File: src/rtl/vga_sync_gen_module.sv
// VGA timing generator: free-running h/v counters, active-area pixel
// coordinates, frame-start pulse and polarity-configurable sync outputs
// with an optional extra delay so they line up with a downstream ROM lookup.
// Optional colour-bar test pattern on tp_* when VGA_TEST_PATTERN_EN is defined.
module vga_sync_gen_module #(
    parameter int H_SYNC     = 120,
    parameter int H_BP       = 64,
    parameter int H_ACTIVE   = 800,
    parameter int H_FP       = 56,
    parameter int V_SYNC     = 6,
    parameter int V_BP       = 23,
    parameter int V_ACTIVE   = 600,
    parameter int V_FP       = 37,
    parameter int HSYNC_POL  = 1,
    parameter int VSYNC_POL  = 1,
    parameter int SYNC_DELAY = 1
) (
    input  logic        clk,
    input  logic        rst_n,
    output logic [10:0] col_addr_sig,
    output logic [10:0] row_addr_sig,
    output logic        ready_sig,
    output logic        frame_start,
    output logic        hsync,
    output logic        vsync,
    output logic        tp_red,
    output logic        tp_green,
    output logic        tp_blue
);

    localparam int H_TOTAL = H_SYNC + H_BP + H_ACTIVE + H_FP;
    localparam int V_TOTAL = V_SYNC + V_BP + V_ACTIVE + V_FP;

    localparam logic [10:0] H_LAST    = 11'(H_TOTAL - 1);
    localparam logic [10:0] V_LAST    = 11'(V_TOTAL - 1);
    localparam logic [10:0] H_START   = 11'(H_SYNC + H_BP);
    localparam logic [10:0] H_END     = 11'(H_SYNC + H_BP + H_ACTIVE);
    localparam logic [10:0] V_START   = 11'(V_SYNC + V_BP);
    localparam logic [10:0] V_END     = 11'(V_SYNC + V_BP + V_ACTIVE);
    localparam logic [10:0] H_SYNC_LN = 11'(H_SYNC);
    localparam logic [10:0] V_SYNC_LN = 11'(V_SYNC);

    // Level driven while the corresponding sync is asserted.
    localparam logic HS_ON = (HSYNC_POL != 0);
    localparam logic VS_ON = (VSYNC_POL != 0);

    logic [10:0] h_cnt_q, h_cnt_d;
    logic [10:0] v_cnt_q, v_cnt_d;
    logic [10:0] col_addr_q, col_addr_d;
    logic [10:0] row_addr_q, row_addr_d;
    logic        ready_q, ready_d;
    logic        frame_start_q, frame_start_d;

    // Stage 0 is the first registered copy; stage SYNC_DELAY drives the pin.
    logic [SYNC_DELAY:0] hs_pipe_q, hs_pipe_d;
    logic [SYNC_DELAY:0] vs_pipe_q, vs_pipe_d;

    // Counter advance: h wraps every line, v steps on h wrap and wraps with it.
    always_comb begin
        h_cnt_d = h_cnt_q + 11'd1;
        v_cnt_d = v_cnt_q;
        if (h_cnt_q == H_LAST) begin
            h_cnt_d = '0;
            v_cnt_d = (v_cnt_q == V_LAST) ? 11'd0 : v_cnt_q + 11'd1;
        end
    end

    // Active-area qualifier, coordinates and frame-start from current counts.
    always_comb begin
        ready_d       = (h_cnt_q >= H_START) && (h_cnt_q < H_END) &&
                        (v_cnt_q >= V_START) && (v_cnt_q < V_END);
        col_addr_d    = ready_d ? (h_cnt_q - H_START) : 11'd0;
        row_addr_d    = ready_d ? (v_cnt_q - V_START) : 11'd0;
        frame_start_d = (h_cnt_q == 11'd0) && (v_cnt_q == 11'd0);
    end

    // Sync shift registers: polarity applied at entry so every stage resets inactive.
    always_comb begin
        hs_pipe_d    = hs_pipe_q;
        vs_pipe_d    = vs_pipe_q;
        hs_pipe_d[0] = (h_cnt_q < H_SYNC_LN) ? HS_ON : ~HS_ON;
        vs_pipe_d[0] = (v_cnt_q < V_SYNC_LN) ? VS_ON : ~VS_ON;
        for (int i = 1; i <= SYNC_DELAY; i++) begin
            hs_pipe_d[i] = hs_pipe_q[i-1];
            vs_pipe_d[i] = vs_pipe_q[i-1];
        end
    end

    // State and output registers with asynchronous reset.
    always_ff @(posedge clk or negedge rst_n) begin
        if (!rst_n) begin
            h_cnt_q       <= '0;
            v_cnt_q       <= '0;
            col_addr_q    <= '0;
            row_addr_q    <= '0;
            ready_q       <= 1'b0;
            frame_start_q <= 1'b0;
            hs_pipe_q     <= {(SYNC_DELAY+1){~HS_ON}};
            vs_pipe_q     <= {(SYNC_DELAY+1){~VS_ON}};
        end else begin
            h_cnt_q       <= h_cnt_d;
            v_cnt_q       <= v_cnt_d;
            col_addr_q    <= col_addr_d;
            row_addr_q    <= row_addr_d;
            ready_q       <= ready_d;
            frame_start_q <= frame_start_d;
            hs_pipe_q     <= hs_pipe_d;
            vs_pipe_q     <= vs_pipe_d;
        end
    end

    assign col_addr_sig = col_addr_q;
    assign row_addr_sig = row_addr_q;
    assign ready_sig    = ready_q;
    assign frame_start  = frame_start_q;
    assign hsync        = hs_pipe_q[SYNC_DELAY];
    assign vsync        = vs_pipe_q[SYNC_DELAY];

`ifdef VGA_TEST_PATTERN_EN
    localparam logic [10:0] BAR_W = 11'(H_ACTIVE / 8);

    logic [10:0] bar;
    logic [2:0]  tp_q, tp_d;

    // Eight vertical colour bars across the active width, black in blanking.
    always_comb begin
        bar  = col_addr_d / BAR_W;
        tp_d = ready_d ? 3'(bar) : 3'b000;
    end

    // Pattern register, same latency as ready_sig.
    always_ff @(posedge clk or negedge rst_n) begin
        if (!rst_n) begin
            tp_q <= 3'b000;
        end else begin
            tp_q <= tp_d;
        end
    end

    assign tp_red   = tp_q[2];
    assign tp_green = tp_q[1];
    assign tp_blue  = tp_q[0];
`else
    assign tp_red   = 1'b0;
    assign tp_green = 1'b0;
    assign tp_blue  = 1'b0;
`endif

endmodule

File: config.mk
export PLATFORM = sky130hd
export DESIGN_NAME = vga_sync_gen_module
export DESIGN_NICKNAME = d
export VERILOG_FILES = /design/src/rtl/vga_sync_gen_module.sv
export SDC_FILE = /design/constraint.sdc
export NUM_CORES = 1
export LEC_CHECK = 0
export BUFFER_PORTS_ARGS = -buffer_cell sky130_fd_sc_hd__buf_2
export CAP_MARGIN = 15
export CORE_MARGIN = 3
export CORE_UTILIZATION = 61
export DETAILED_ROUTE_END_ITERATION = 10
export PLACE_DENSITY = 0.79
export SLEW_MARGIN = 10
export SYNTH_ARGS = -nofsm -noshare
export SYNTH_HDL_FRONTEND = slang
export SYNTH_SLANG_ARGS = --single-unit
File: constraint.sdc
create_clock -name clk -period 5.5 [get_ports clk]
set_clock_uncertainty 0.2 [all_clocks]
set_input_delay 0.55 -clock clk [delete_from_list [all_inputs] [get_ports clk]]
set_output_delay 0.55 -clock clk [all_outputs]
set_load 0.02 [all_outputs]
After elaboration in Yosys (flattened, before gate mapping)
Cells that the tools add are included.
{ "word_totals": {"reg_bits": 50, "latchBits": 0, "ram_bits": 0, "romBits": 0, "input_bits": 2, "output_inout_bits": 29, "word_cells": 32, "memories": 0} }
{ "classes": {"n_addsub": 4, "n_mul": 0, "div": 0, "magnitude_cmp": 6, "eq_ne": 2, "shift": 0, "n_mux": 6, "bitwise_logic": 0, "reduce_logical": 6} }
{ "op_table": {"columns": ["op", "count"], "rows": [
  ["11-bit 2-to-1 mux", 4],
  ["11-bit by 1-bit adder with 11-bit output (second input constant)", 2],
  ["11-bit zero test", 2],
  ["11-bit by 10-bit less-than comparator with 1-bit output (second input constant)", 2],
  ["11-bit by 10-bit equality test with 1-bit output (second input constant)", 1],
  ["11-bit equality test (second input constant)", 1],
  ["11-bit by 5-bit greater-or-equal comparator with 1-bit output (second input constant)", 1],
  ["11-bit by 8-bit greater-or-equal comparator with 1-bit output (second input constant)", 1],
  ["11-bit by 3-bit less-than comparator with 1-bit output (second input constant)", 1],
  ["11-bit by 7-bit less-than comparator with 1-bit output (second input constant)", 1],
  ["11-bit by 5-bit subtractor with 11-bit output (second input constant)", 1],
  ["11-bit by 8-bit subtractor with 11-bit output (second input constant)", 1],
  ["1-bit logical AND", 4],
  ["1-bit 2-to-1 mux", 2]
]} }

Depth between registers and ports, before layout
{ "depth": {"depth_word": 5, "mapped_depth": 7, "ltp_nobuf": 6} }

Worst setup path after synthesis
OpenSTA, ideal clock, no wires.
{ "synth_path": {"path_kind": "flip-flop to flip-flop", "start": "register h_cnt_q[7]", "end": "register v_cnt_q[6]", "setup_time_ps": 124, "arrival_time_ps": 1903, "t_required_ps": 5176, "setup_slack_ps": 3272, "path_stages_with_launch": 7, "n_path_buf": 2, "period_less_slack_ps": 2228, "cell_sequence": "dfrtp_1 -> buf_6 -> or3_4 -> or3_4 -> buf_6 -> or3_4 -> xnor2_2"} }
{ "synth_between": {"elab_chain_len": 1} }
{ "synth_rtl": {"columns": ["item", "line_no", "text"], "rows": [
  ["start: declaration", "47", "logic [10:0] h_cnt_q, h_cnt_d;"],
  ["start signal: assignment", "101", "h_cnt_q <= h_cnt_d;"],
  ["11-bit equality test", "62", "if (h_cnt_q == H_LAST) begin"],
  ["end signal: assignment", "102", "v_cnt_q <= v_cnt_d;"],
  ["end: declaration", "48", "logic [10:0] v_cnt_q, v_cnt_d;"]
]} }
No other way between the ends.
A chain may end at the register's enable or synchronous reset.

Worst setup path after layout
{ "layout_path": {"start": "register v_cnt_q[1]", "end": "register col_addr_q[9] (netlist: col_addr_sig[9])"} }
{ "layout_between": {"elab_chain_len": 4, "word_cells_on_any_way": 5, "classes_between": "order compare: 2; mux: 1; reduce/logical: 2"} }
{ "layout_rtl": {"columns": ["item", "line_no", "text"], "rows": [
  ["11-bit by 5-bit greater-or-equal comparator with 1-bit output", "71", "(v_cnt_q >= V_START) && (v_cnt_q < V_END);"],
  ["1-bit logical AND", "70", "ready_d = (h_cnt_q >= H_START) && (h_cnt_q < H_END) &&"],
  ["1-bit logical AND *", "71", null],
  ["11-bit 2-to-1 mux *", "72", "col_addr_d = ready_d ? (h_cnt_q - H_START) : 11'd0;"],
  ["net col_addr_d[9]", "49", "logic [10:0] col_addr_q, col_addr_d;"],
  ["end signal: assignment", "103", "col_addr_q <= col_addr_d;"],
  ["end: declaration", "49", null]
]} }
Mark *: on every way through the listed nets, which the timed path passes. The rest lies on a longest branch.

==> results.json <==
{
  "status": "finished, final reports clean",
  "fin_ws_ns": 2.89,
  "worstPathMaxFanout": 17,
  "cp_cell_sequence": "inv_1 > ha_1 > nor4bb_1 > nor4b_1 > o31ai_4 > nor4b_1",
  "num_vias": 1788,
  "crit_top_cell": "nor4b_1",
  "setup.worst_path.class": "flop to flop",
  "start_util_pct": 65.1,
  "switchingPower_uw": 120,
  "cts_resized": 0,
  "final_cell_mix": "dfrtp_1 (50), nor3_1 (27), buf_2 (27), nor2_1 (18)",
  "final-seq-area_sq_mm": 0.00125,
  "drc_errors": 0,
  "yosysSeqAreaShare_pct": 50.9,
  "grt_max_degree": 51,
  "tns_ns": 0,
  "clockPowerShare_pct": 39.6,
  "tritoncts": "yes",
  "cts_buffer_depth": 2,
  "maxSlewViolCount": 0,
  "rsz0062_at_grt": "false",
  "synth_edf_count": 0,
  "clk_pin_slew_worst_paths_ns": 0.09,
  "synth_warnings": 0,
  "max_stage_delay_ns": 0.60,
  "dp_hpwl_um": 3070,
  "combPwrFrac_pct": 1.7,
  "syn_inst": 236,
  "wirelength_um": 4580,
  "syn_to_final_growth_pct": 8.92,
  "hold_ws_ns": 0.00557,
  "final_nets": 261,
  "viasPerCell": 5.94,
  "post_cts_buffers": 0,
  "hold_viol": 0,
  "diodes": 0,
  "drive_above_1_share_pct": 18.6,
  "rows": 22,
  "p_sw_share_pct": 19.2,
  "overflow": 0,
  "reg2reg_depth": 6,
  "n_fill_cell": 291,
  "htree_levels": 2,
  "root_buffer": "clkbuf_8",
  "clock_latency_ns": 0.30,
  "coreArea_sq_mm": 0.00377,
  "tightest_slew_ns": 0.953,
  "rr_startpoint": "v_cnt_q[1]",
  "leakage_nw": 1.30,
  "die_h_um": 69.5,
  "r2r_end": "col_addr_sig[9]",
  "power-per-cell-area_mw_per_mm2": 234,
  "drt_iter0_drc": 138,
  "syn_area_sq_mm": 0.00246,
  "min_period_ns": 2.61,
  "post-route-period-util_pct": 47.4,
  "synthTopCellsByArea": "dfrtp_1 (51%), nor3_1 (5.5%), xor2_1 (4.6%), xnor2_1 (3.9%), ha_1 (3.6%)",
  "cts_hold_buffers": 0,
  "relSlewSlack_pct": 36.1,
  "r2r_slack_ns": 2.89,
  "synth.top_cell.area_share_pct": 50.9,
  "hp-class": "input port to async pin",
  "cp.arrival_ns": 2.59,
  "start_kind": "flop",
  "final_common_cell": "dfrtp_1",
  "p_int_uw": 505,
  "clock_sinks": 50,
  "seqPwrFrac_pct": 58.7,
  "crit_required_ns": 5.48,
  "grt_pass1_vias": 1710,
  "grt_pass1_wl_um": 7980,
  "maxCapViolCount": 0,
  "gp_congestion": 0.855,
  "multi_input_area_sq_mm": 0.00108,
  "antenna_found_initial": 0,
  "fmax_ghz": 0.383,
  "cp_slowest_cell": "nor4b_1",
  "ys.flop_type": "dfrtp_1",
  "io_pins": 31,
  "wl_per_cell_um": 15.2,
  "pre_cts_ws_ns": 2.86,
  "numCtsBuffers": 5,
  "async_flop_share_pct": 100,
  "avgSynthCellArea_sq_um": 10.4,
  "synth_top_area_cell": "dfrtp_1",
  "numPortBuffers": 27,
  "ant_nets": 0,
  "die_w_um": 69.5,
  "drtPass1Iterations": 6,
  "critPathCaptureType": "flop",
  "ir_drop_uv": 153,
  "ys_types": 45,
  "crit_start": "v_cnt_q[1]",
  "finalSetupViolCount": 0,
  "synth-seq-cells": 50,
  "dieArea_sq_mm": 0.00482,
  "track_usage_pct": 20.3
}
-- metal layers --
| layer | track usage, % | vias up | wire [um] |
|---|---|---|---|
| li1 | - | 858 | - |
| met1 | 28.8 | 852 | 2130 |
| met2 | 30.6 | 71 | 2030 |
| met3 | 5.07 | 7 | 363 |
| met4 | 6.72 | 0 | 57 |
| met5 | 0 | - | 0 |
-- worst max path at each step --
stage | slack [ns] | to | cells after the start
3_5_place_dp | 2.86 | row_addr_sig[2] | 6
5_1_grt | 2.60 | col_addr_sig[9] | 6
2_1_floorplan | 3.27 | v_cnt_q[6] | 6
4_1_cts | 2.83 | row_addr_sig[2] | 6
6_report | 2.89 | col_addr_sig[9] | 6
3_3_place_gp | 2.98 | col_addr_sig[9] | 6
-- registers in the layout, summed over array words and instances, names as in the netlist --
register / flops
vs_pipe_q: 2
frame_start: 1
hs_pipe_q: 2
v_cnt_q: 11
row_addr_sig: 11
col_addr_sig: 11
h_cnt_q: 11
ready_sig: 1
-- worst max-delay path, delay by kind of cell, from the launching register on --
family          cells  cell delay [ns]
buf+inv             1             0.14
fa+ha+maj           1             0.15
flops               1             0.46
simple gates        3             1.25
compound gates      1             0.30
-- kinds of logic after synthesis --
| logic type | after synthesis | share of synthesized area (%) |
|---|---|---|
| AO/OA/AOI/OAI | 24 | 6.57 |
| XOR/XNOR | 25 | 9.22 |
| adder cells (fa/ha/maj) | 7 | 3.57 |
| buffers and inverters | 26 | 5.81 |
| flip-flops | 50 | 50.9 |
| other | 1 | 0.153 |
| AND/OR/NAND/NOR | 103 | 23.7 |
-- through the flow --
stage	instances	power, mW	util (%)	area, sq um
final	301	0.625	70.9	2680
after global routing	301	0.652	70.9	2680
after CTS	300	0.630	70.2	2650
after detailed placement	292	0.384	67.4	2540
after global placement	292	0.384	67.4	2540
after floorplan	238	0.378	-	2460
-- power groups by stage --
stage,combinational [mW],clock (mW),sequential [mW]
6_report,0.0104,0.248,0.367
5_1_grt,0.0122,0.273,0.367
4_1_cts,0.00921,0.254,0.367
3_5_place_dp,0.00927,0,0.375
3_3_place_gp,0.00902,0,0.375
2_1_floorplan,0.00341,0,0.375
-- layout make-up --
cell class / count / share of cell area, %
Sequential cell: 50 / 46.8
Multi-Input combinational cell: 162 / 40.5
Timing Repair Buffer: 28 / 5.80
Clock buffer: 7 / 2.85
Tap cell: 48 / 2.25
Clock inverter: 1 / 1.12
Inverter: 5 / 0.702
-- cell usage after synthesis, drive strengths merged (2+ instances only) --
library cell / n
xor2: 13
nand2: 12
nand4: 6
or3: 5
nor4b: 3
inv: 5
xnor2: 12
nor3: 28
and4b: 2
a21oi: 4
clkbuf: 5
o21ai: 6
buf: 16
o31ai: 3
nand3: 13
or4: 2
a31oi: 4
nor4: 4
dfrtp: 50
and3: 2
ha: 7
nor2: 18
Note: power is estimated with default switching activity, not from simulation.
